==> src/rtl/uart_pkg.sv <==
// Shared definitions for the UART receive path.
//   PARITY_*       : parity mode encodings for the PARITY parameter
//   rx_state_e     : receiver FSM states
//   frame_bits()   : bit periods per frame for a given format
package uart_pkg;

  localparam int unsigned PARITY_NONE = 0;
  localparam int unsigned PARITY_ODD  = 1;
  localparam int unsigned PARITY_EVEN = 2;

  typedef enum logic [2:0] {
    S_IDLE,
    S_START,
    S_DATA,
    S_PARITY,
    S_STOP,
    S_WAIT_IDLE
  } rx_state_e;

  function automatic int unsigned frame_bits(input int unsigned data_bits,
                                             input int unsigned parity,
                                             input int unsigned stop_bits);
    return 1 + data_bits + ((parity != PARITY_NONE) ? 1 : 0) + stop_bits;
  endfunction

endpackage

==> src/rtl/uart_rx_sampler.sv <==
// RX input conditioning: 2-FF synchroniser plus 3-sample majority vote.
//   clk, rst   : clock, synchronous active-high reset
//   rx_i       : asynchronous serial input (idle high)
//   cnt_i      : bit-period counter from the receiver FSM
//   rx_s_o     : synchronised rx
//   bit_val_o  : majority of samples at cnt = MID-1, MID and the current
//                rx_s; meaningful in the cycle where cnt == MID+1
module uart_rx_sampler #(
  parameter int unsigned CLKS_PER_BIT = 5208
) (
  input  logic                            clk,
  input  logic                            rst,
  input  logic                            rx_i,
  input  logic [$clog2(CLKS_PER_BIT)-1:0] cnt_i,
  output logic                            rx_s_o,
  output logic                            bit_val_o
);

  localparam int unsigned CW  = $clog2(CLKS_PER_BIT);
  localparam int unsigned MID = CLKS_PER_BIT / 2;
  localparam logic [CW-1:0] CNT_S0 = CW'(MID - 1);
  localparam logic [CW-1:0] CNT_S1 = CW'(MID);

  logic meta_q;
  logic rx_s_q;
  logic smp0_q;
  logic smp1_q;

  always_ff @(posedge clk) begin
    if (rst) begin
      meta_q <= 1'b1;
      rx_s_q <= 1'b1;
      smp0_q <= 1'b1;
      smp1_q <= 1'b1;
    end else begin
      meta_q <= rx_i;
      rx_s_q <= meta_q;
      if (cnt_i == CNT_S0) smp0_q <= rx_s_q;
      if (cnt_i == CNT_S1) smp1_q <= rx_s_q;
    end
  end

  // Third sample is the live rx_s at cnt == MID+1, so the vote is ready
  // in that same cycle without an extra register stage.
  assign bit_val_o = (smp0_q & smp1_q) | (smp0_q & rx_s_q) | (smp1_q & rx_s_q);
  assign rx_s_o    = rx_s_q;

endmodule

==> src/rtl/uart_rx_ext.sv <==
// Configurable UART receiver (5..9 data bits, none/odd/even parity,
// 1 or 2 stop bits) with valid/ready output handshake.
//   clk, rst    : clock, synchronous active-high reset
//   rx          : asynchronous serial input, idle high
//   rx_data     : received word (LSB first on the wire)
//   rx_valid    : rx_data and status flags valid
//   rx_ready    : consumer accepts when rx_valid && rx_ready
//   parity_err  : parity mismatch for the word in rx_data
//   frame_err   : a stop bit sampled 0
//   break_det   : data, parity and first stop bit all 0
//   overrun     : 1-cycle pulse when a completed frame is dropped
//   busy        : FSM not in IDLE
module uart_rx_ext
  import uart_pkg::*;
#(
  parameter int unsigned CLKS_PER_BIT = 5208,
  parameter int unsigned DATA_BITS    = 8,
  parameter int unsigned PARITY       = 0,
  parameter int unsigned STOP_BITS    = 1
) (
  input  logic                 clk,
  input  logic                 rst,
  input  logic                 rx,
  output logic [DATA_BITS-1:0] rx_data,
  output logic                 rx_valid,
  input  logic                 rx_ready,
  output logic                 parity_err,
  output logic                 frame_err,
  output logic                 break_det,
  output logic                 overrun,
  output logic                 busy
);

  localparam int unsigned CW  = $clog2(CLKS_PER_BIT);
  localparam int unsigned IW  = $clog2(DATA_BITS);
  localparam int unsigned MID = CLKS_PER_BIT / 2;
  localparam logic [CW-1:0] CNT_DEC  = CW'(MID + 1);
  localparam logic [CW-1:0] CNT_LAST = CW'(CLKS_PER_BIT - 1);
  localparam logic [IW-1:0] IDX_LAST = IW'(DATA_BITS - 1);
  localparam bit HAS_PAR  = (PARITY != PARITY_NONE);
  localparam bit PAR_ODD  = (PARITY == PARITY_ODD);
  localparam bit TWO_STOP = (STOP_BITS == 2);

  rx_state_e            state_q, state_d;
  logic [CW-1:0]        cnt_q, cnt_d;
  logic [IW-1:0]        idx_q, idx_d;
  logic [DATA_BITS-1:0] data_q, data_d;
  logic                 perr_q, perr_d;
  logic                 ferr_q, ferr_d;
  logic                 zero_q, zero_d;
  logic                 brk_q, brk_d;
  logic                 stop2_q, stop2_d;
  logic                 commit_q, commit_d;

  logic [DATA_BITS-1:0] rx_data_q, rx_data_d;
  logic                 valid_q, valid_d;
  logic                 perr_out_q, perr_out_d;
  logic                 ferr_out_q, ferr_out_d;
  logic                 brk_out_q, brk_out_d;
  logic                 overrun_q, overrun_d;

  logic rx_s;
  logic bit_val;
  logic dec;
  logic last;
  logic ferr_next;

  uart_rx_sampler #(
    .CLKS_PER_BIT(CLKS_PER_BIT)
  ) u_sampler (
    .clk      (clk),
    .rst      (rst),
    .rx_i     (rx),
    .cnt_i    (cnt_q),
    .rx_s_o   (rx_s),
    .bit_val_o(bit_val)
  );

  always_comb begin
    state_d   = state_q;
    idx_d     = idx_q;
    data_d    = data_q;
    perr_d    = perr_q;
    ferr_d    = ferr_q;
    zero_d    = zero_q;
    brk_d     = brk_q;
    stop2_d   = stop2_q;
    commit_d  = 1'b0;
    ferr_next = ferr_q;
    dec       = (cnt_q == CNT_DEC);
    last      = (cnt_q == CNT_LAST);
    cnt_d     = last ? '0 : cnt_q + 1'b1;

    case (state_q)
      S_IDLE: begin
        cnt_d = '0;
        if (!rx_s) begin
          state_d = S_START;
          perr_d  = 1'b0;
          ferr_d  = 1'b0;
          zero_d  = 1'b1;
          brk_d   = 1'b0;
          stop2_d = 1'b0;
        end
      end
      S_START: begin
        if (dec && bit_val) begin
          state_d = S_IDLE;
        end else if (last) begin
          state_d = S_DATA;
          idx_d   = '0;
        end
      end
      S_DATA: begin
        if (dec) begin
          data_d[idx_q] = bit_val;
          zero_d        = zero_q & ~bit_val;
        end
        if (last) begin
          if (idx_q == IDX_LAST) state_d = HAS_PAR ? S_PARITY : S_STOP;
          else                   idx_d   = idx_q + 1'b1;
        end
      end
      S_PARITY: begin
        if (dec) begin
          perr_d = (((^data_q) ^ bit_val) != PAR_ODD);
          zero_d = zero_q & ~bit_val;
        end
        if (last) state_d = S_STOP;
      end
      S_STOP: begin
        if (dec) begin
          ferr_next = ferr_q | ~bit_val;
          ferr_d    = ferr_next;
          if (!stop2_q) brk_d = zero_q & ~bit_val;
          // Commit on the last stop bit's decision, not its period end,
          // so a following start edge is never missed.
          if (!TWO_STOP || stop2_q) begin
            commit_d = 1'b1;
            state_d  = ferr_next ? S_WAIT_IDLE : S_IDLE;
          end
        end else if (last && TWO_STOP) begin
          stop2_d = 1'b1;
        end
      end
      S_WAIT_IDLE: begin
        cnt_d = '0;
        if (rx_s) state_d = S_IDLE;
      end
      default: state_d = S_IDLE;
    endcase
  end

  always_comb begin
    rx_data_d  = rx_data_q;
    valid_d    = valid_q;
    perr_out_d = perr_out_q;
    ferr_out_d = ferr_out_q;
    brk_out_d  = brk_out_q;
    overrun_d  = 1'b0;
    if (commit_q) begin
      if (!valid_q || rx_ready) begin
        rx_data_d  = data_q;
        perr_out_d = perr_q;
        ferr_out_d = ferr_q;
        brk_out_d  = brk_q;
        valid_d    = 1'b1;
      end else begin
        overrun_d = 1'b1;
      end
    end else if (valid_q && rx_ready) begin
      valid_d = 1'b0;
    end
  end

  always_ff @(posedge clk) begin
    if (rst) begin
      state_q    <= S_IDLE;
      cnt_q      <= '0;
      idx_q      <= '0;
      data_q     <= '0;
      perr_q     <= 1'b0;
      ferr_q     <= 1'b0;
      zero_q     <= 1'b0;
      brk_q      <= 1'b0;
      stop2_q    <= 1'b0;
      commit_q   <= 1'b0;
      rx_data_q  <= '0;
      valid_q    <= 1'b0;
      perr_out_q <= 1'b0;
      ferr_out_q <= 1'b0;
      brk_out_q  <= 1'b0;
      overrun_q  <= 1'b0;
    end else begin
      state_q    <= state_d;
      cnt_q      <= cnt_d;
      idx_q      <= idx_d;
      data_q     <= data_d;
      perr_q     <= perr_d;
      ferr_q     <= ferr_d;
      zero_q     <= zero_d;
      brk_q      <= brk_d;
      stop2_q    <= stop2_d;
      commit_q   <= commit_d;
      rx_data_q  <= rx_data_d;
      valid_q    <= valid_d;
      perr_out_q <= perr_out_d;
      ferr_out_q <= ferr_out_d;
      brk_out_q  <= brk_out_d;
      overrun_q  <= overrun_d;
    end
  end

  assign rx_data    = rx_data_q;
  assign rx_valid   = valid_q;
  assign parity_err = perr_out_q;
  assign frame_err  = ferr_out_q;
  assign break_det  = brk_out_q;
  assign overrun    = overrun_q;
  assign busy       = (state_q != S_IDLE);

endmodule

==> config.mk <==
export PLATFORM = sky130hd
export DESIGN_NAME = uart_rx_ext
export DESIGN_NICKNAME = d
export VERILOG_FILES = /design/src/rtl/uart_pkg.sv /design/src/rtl/uart_rx_sampler.sv /design/src/rtl/uart_rx_ext.sv
export SDC_FILE = /design/constraint.sdc
export NUM_CORES = 1
export LEC_CHECK = 0
export CORE_UTILIZATION = 58
export CTS_CLUSTER_DIAMETER = 150
export DETAILED_ROUTE_END_ITERATION = 10
export GPL_TIMING_DRIVEN = 0
export PLACE_DENSITY_LB_ADDON = 0.12
export RECOVER_POWER = 50
export SYNTH_ARGS = -nofsm -noshare
export SYNTH_HDL_FRONTEND = slang
export SYNTH_HIERARCHICAL = 1
export SYNTH_SLANG_ARGS = --single-unit
==> constraint.sdc <==
create_clock -name clk -period 2.35 [get_ports clk]
set_input_delay 0.5875 -clock clk [delete_from_list [all_inputs] [get_ports clk]]
set_output_delay 0.5875 -clock clk [all_outputs]
set_load 0.02 [all_outputs]
==> results.yml <==
cts:
  htree_levels: 2
  clk_pin_slew_ns: 0.09
  cts_tree: "done"
  cts_buffer_depth: 2
  cts_made_buffers: 5
  insertion_delay_ns: 0.31
  cts.sinks: 49
  cts_setup_buffers: 0
  cts-root-buf: "clkbuf_8"
setup_path:
  critPathArrivalTime_ns: 2.40
  r2r_setup_slack_ns: 0.12
  critPathKind: "register to register"
  critPathMaxFanout: 7
  cp.required_ns: 2.53
  cp-end-kind: "register"
  start_kind: "register"
sta:
  fin_ws_ns: 0.1231
  rsz0062_at_grt: "false"
  slew_viol_final: 0
  finalHoldViolCount: 0
  period_share: 0.9476
  worstMarginPinSlew_ns: 0.7194
  finalSetupViolCount: 0
  slew_headroom: 0.5204
  fin_skew_ns: 0.01796
  period_needed_ns: 2.227
  max_freq_mhz: 449.0
yosys:
  synth_top_flop_cell: "dfxtp_1"
  yosysSeqAreaShare: 0.4021
  ys_types: 47
  async_flop_share: 0
  synth_edf_count: 0
  syn_inst: 265
  synth-seq-cells: 49
  yosys_warnings: 6
  synthesis.area_sq_um: 2440
  syn_avg_cell_area_sq_um: 9.207
  syn_nets: 273
drt:
  via_per_inst: 5.912
  dr.pass1.iters: 4
  drc: 0
  final_antenna_net_count: 0
  vias: 2004
  wire_per_inst_um: 14.78
  drt_iter0_drc: 120
  drt_wl_total_um: 5010
floorplan:
  die_y_um: 66.86
  core_sq_um: 4029
  fp.dieW_um: 66.86
  ios: 18
  rows: 23
  start_util: 0.6056
  die-area_sq_um: 4470
power_and_ir_drop:
  total_power_mw: 1.389
  peakVddDrop_uv: 324.3
  powerDensity_nw_per_um2: 498.5
  leakagePower_nw: 1.088
min_path:
  hold_path.class: "register to register"
placement:
  gp_congestion: 0.8903
  dpl.hpwl_um: 3499
  port_buffers: 17
  dp_slack_ns: -0.2367
outcome:
  status: "finished, final reports clean"
global_routing:
  overflow: 0
  grt_max_degree: 16
  gr-usage-all-layers: 0.2494
  antenna_found_initial: 0
  grt_pass1_vias: 1751
  grt_pass1_wl_um: 8293
layout:
  fin_nets: 296
  diodes: 0
  drive_gt1_frac: 0.08651
  final_common_cell: "dfxtp_1"
  final_cell_mix: "48 x dfxtp_1, 32 x nor2_1, 21 x mux2i_1, 14 x dlygate4sd3_1, 11 x nand2b_1"
  area_growth_pct: 14.15
flow_run:
  max_cap_violations: 0
-- final timing paths --
path / start / end / cells past startpoint
setup / recovery: cnt_q[0] / ferr_q / 5
hold / removal: u_sampler/meta_q / u_sampler/rx_s_o / 1
setup reg to reg: cnt_q[0] / ferr_q / 5
hold reg to reg: u_sampler/meta_q / u_sampler/rx_s_o / 1
-- timing repair --
item                       4_1_cts  5_1_grt
resized for setup                3        9
hold buffers                     0        0
setup endpoints to repair       12       20
-- layout make-up --
type,count,area [sq um]
Inverter,7,30.03
Timing Repair Buffer,17,170.2
Fill cell,345,1244
Sequential cell,49,982.2
Buffer,11,45.04
Clock buffer,6,72.57
Clock inverter,2,15.01
Tap cell,50,62.56
Multi-Input combinational cell,197,1408
-- registers in the layout, summed over array words and instances (netlist names) --
signal	cells
cnt_q	13
rx_data	8
idx_q	3
commit_q	1
u_sampler/smp1_q	1
u_sampler/meta_q	1
overrun	1
ferr_q	1
parity_err	1
zero_q	1
u_sampler/rx_s_o	1
perr_q	1
u_sampler/smp0_q	1
data_q	8
break_det	1
frame_err	1
rx_valid	1
state_q	3
brk_q	1
-- cell families after synthesis --
kind of cell | count (synthesis) | share of synthesized area
and+or+nand+nor | 121 | 0.3041
DFF | 49 | 0.4021
adders and majority gates | 5 | 0.02462
AOI/OAI and AO/OA | 32 | 0.08308
muxes | 21 | 0.08615
xor gates and xnor gates | 18 | 0.07025
buffers and inverters | 19 | 0.02974
-- critical path, cell delays in order (launching register included) --
cell	delay (ns)
dfxtp_1	0.44
ha_1	0.21
or4bb_1	0.54
nor3_1	0.41
a21oi_1	0.13
a2111oi_0	0.37
-- routing by layer --
metal | global-route usage | up-vias | routed length [um]
met5 | 0 | - | 0
met4 | 0.08777 | 0 | 50
met3 | 0.04110 | 6 | 166
met2 | 0.4179 | 40 | 2468
met1 | 0.3200 | 961 | 2325
li1 | - | 997 | -
-- Yosys cell counts, drive strengths merged (5+ instances only) --
cell	number	area, sq um
nand2b	11	68.82
nand4	8	50.05
xor2	7	61.31
nor2b	5	31.28
dfxtp	49	980.9
nor4b	6	67.56
clkbuf	10	37.54
inv	6	22.52
nand3	7	35.03
mux2i	21	210.2
xnor2	10	87.58
nand2	9	33.78
a21oi	10	50.05
o21ai	7	35.03
nor2	33	123.9
-- metrics by stage --
step,instances,instance area (sq um),hold slack [ns],util,TNS (ns)
3_3_place_gp,332,2673,0.3912,0.6634,-3.369
6_report,339,2785,0.4165,0.6913,0
5_1_grt,339,2785,0.4394,0.6913,0
3_5_place_dp,332,2673,0.3952,0.6634,-4.132
4_1_cts,339,2770,0.4170,0.6876,0
2_1_floorplan,265,2440,0.3895,-,0
-- where the power goes --
group	switching (mW)	leakage [nW]	total [mW]	internal, mW
sequential	0.00682	0.396	0.842	0.836
clock	0.281	0.0374	0.491	0.210
combinational	0.0315	0.655	0.0548	0.0233
total	0.320	1.09	1.39	1.07
No activity file was read; power rests on OpenSTA's default activity.
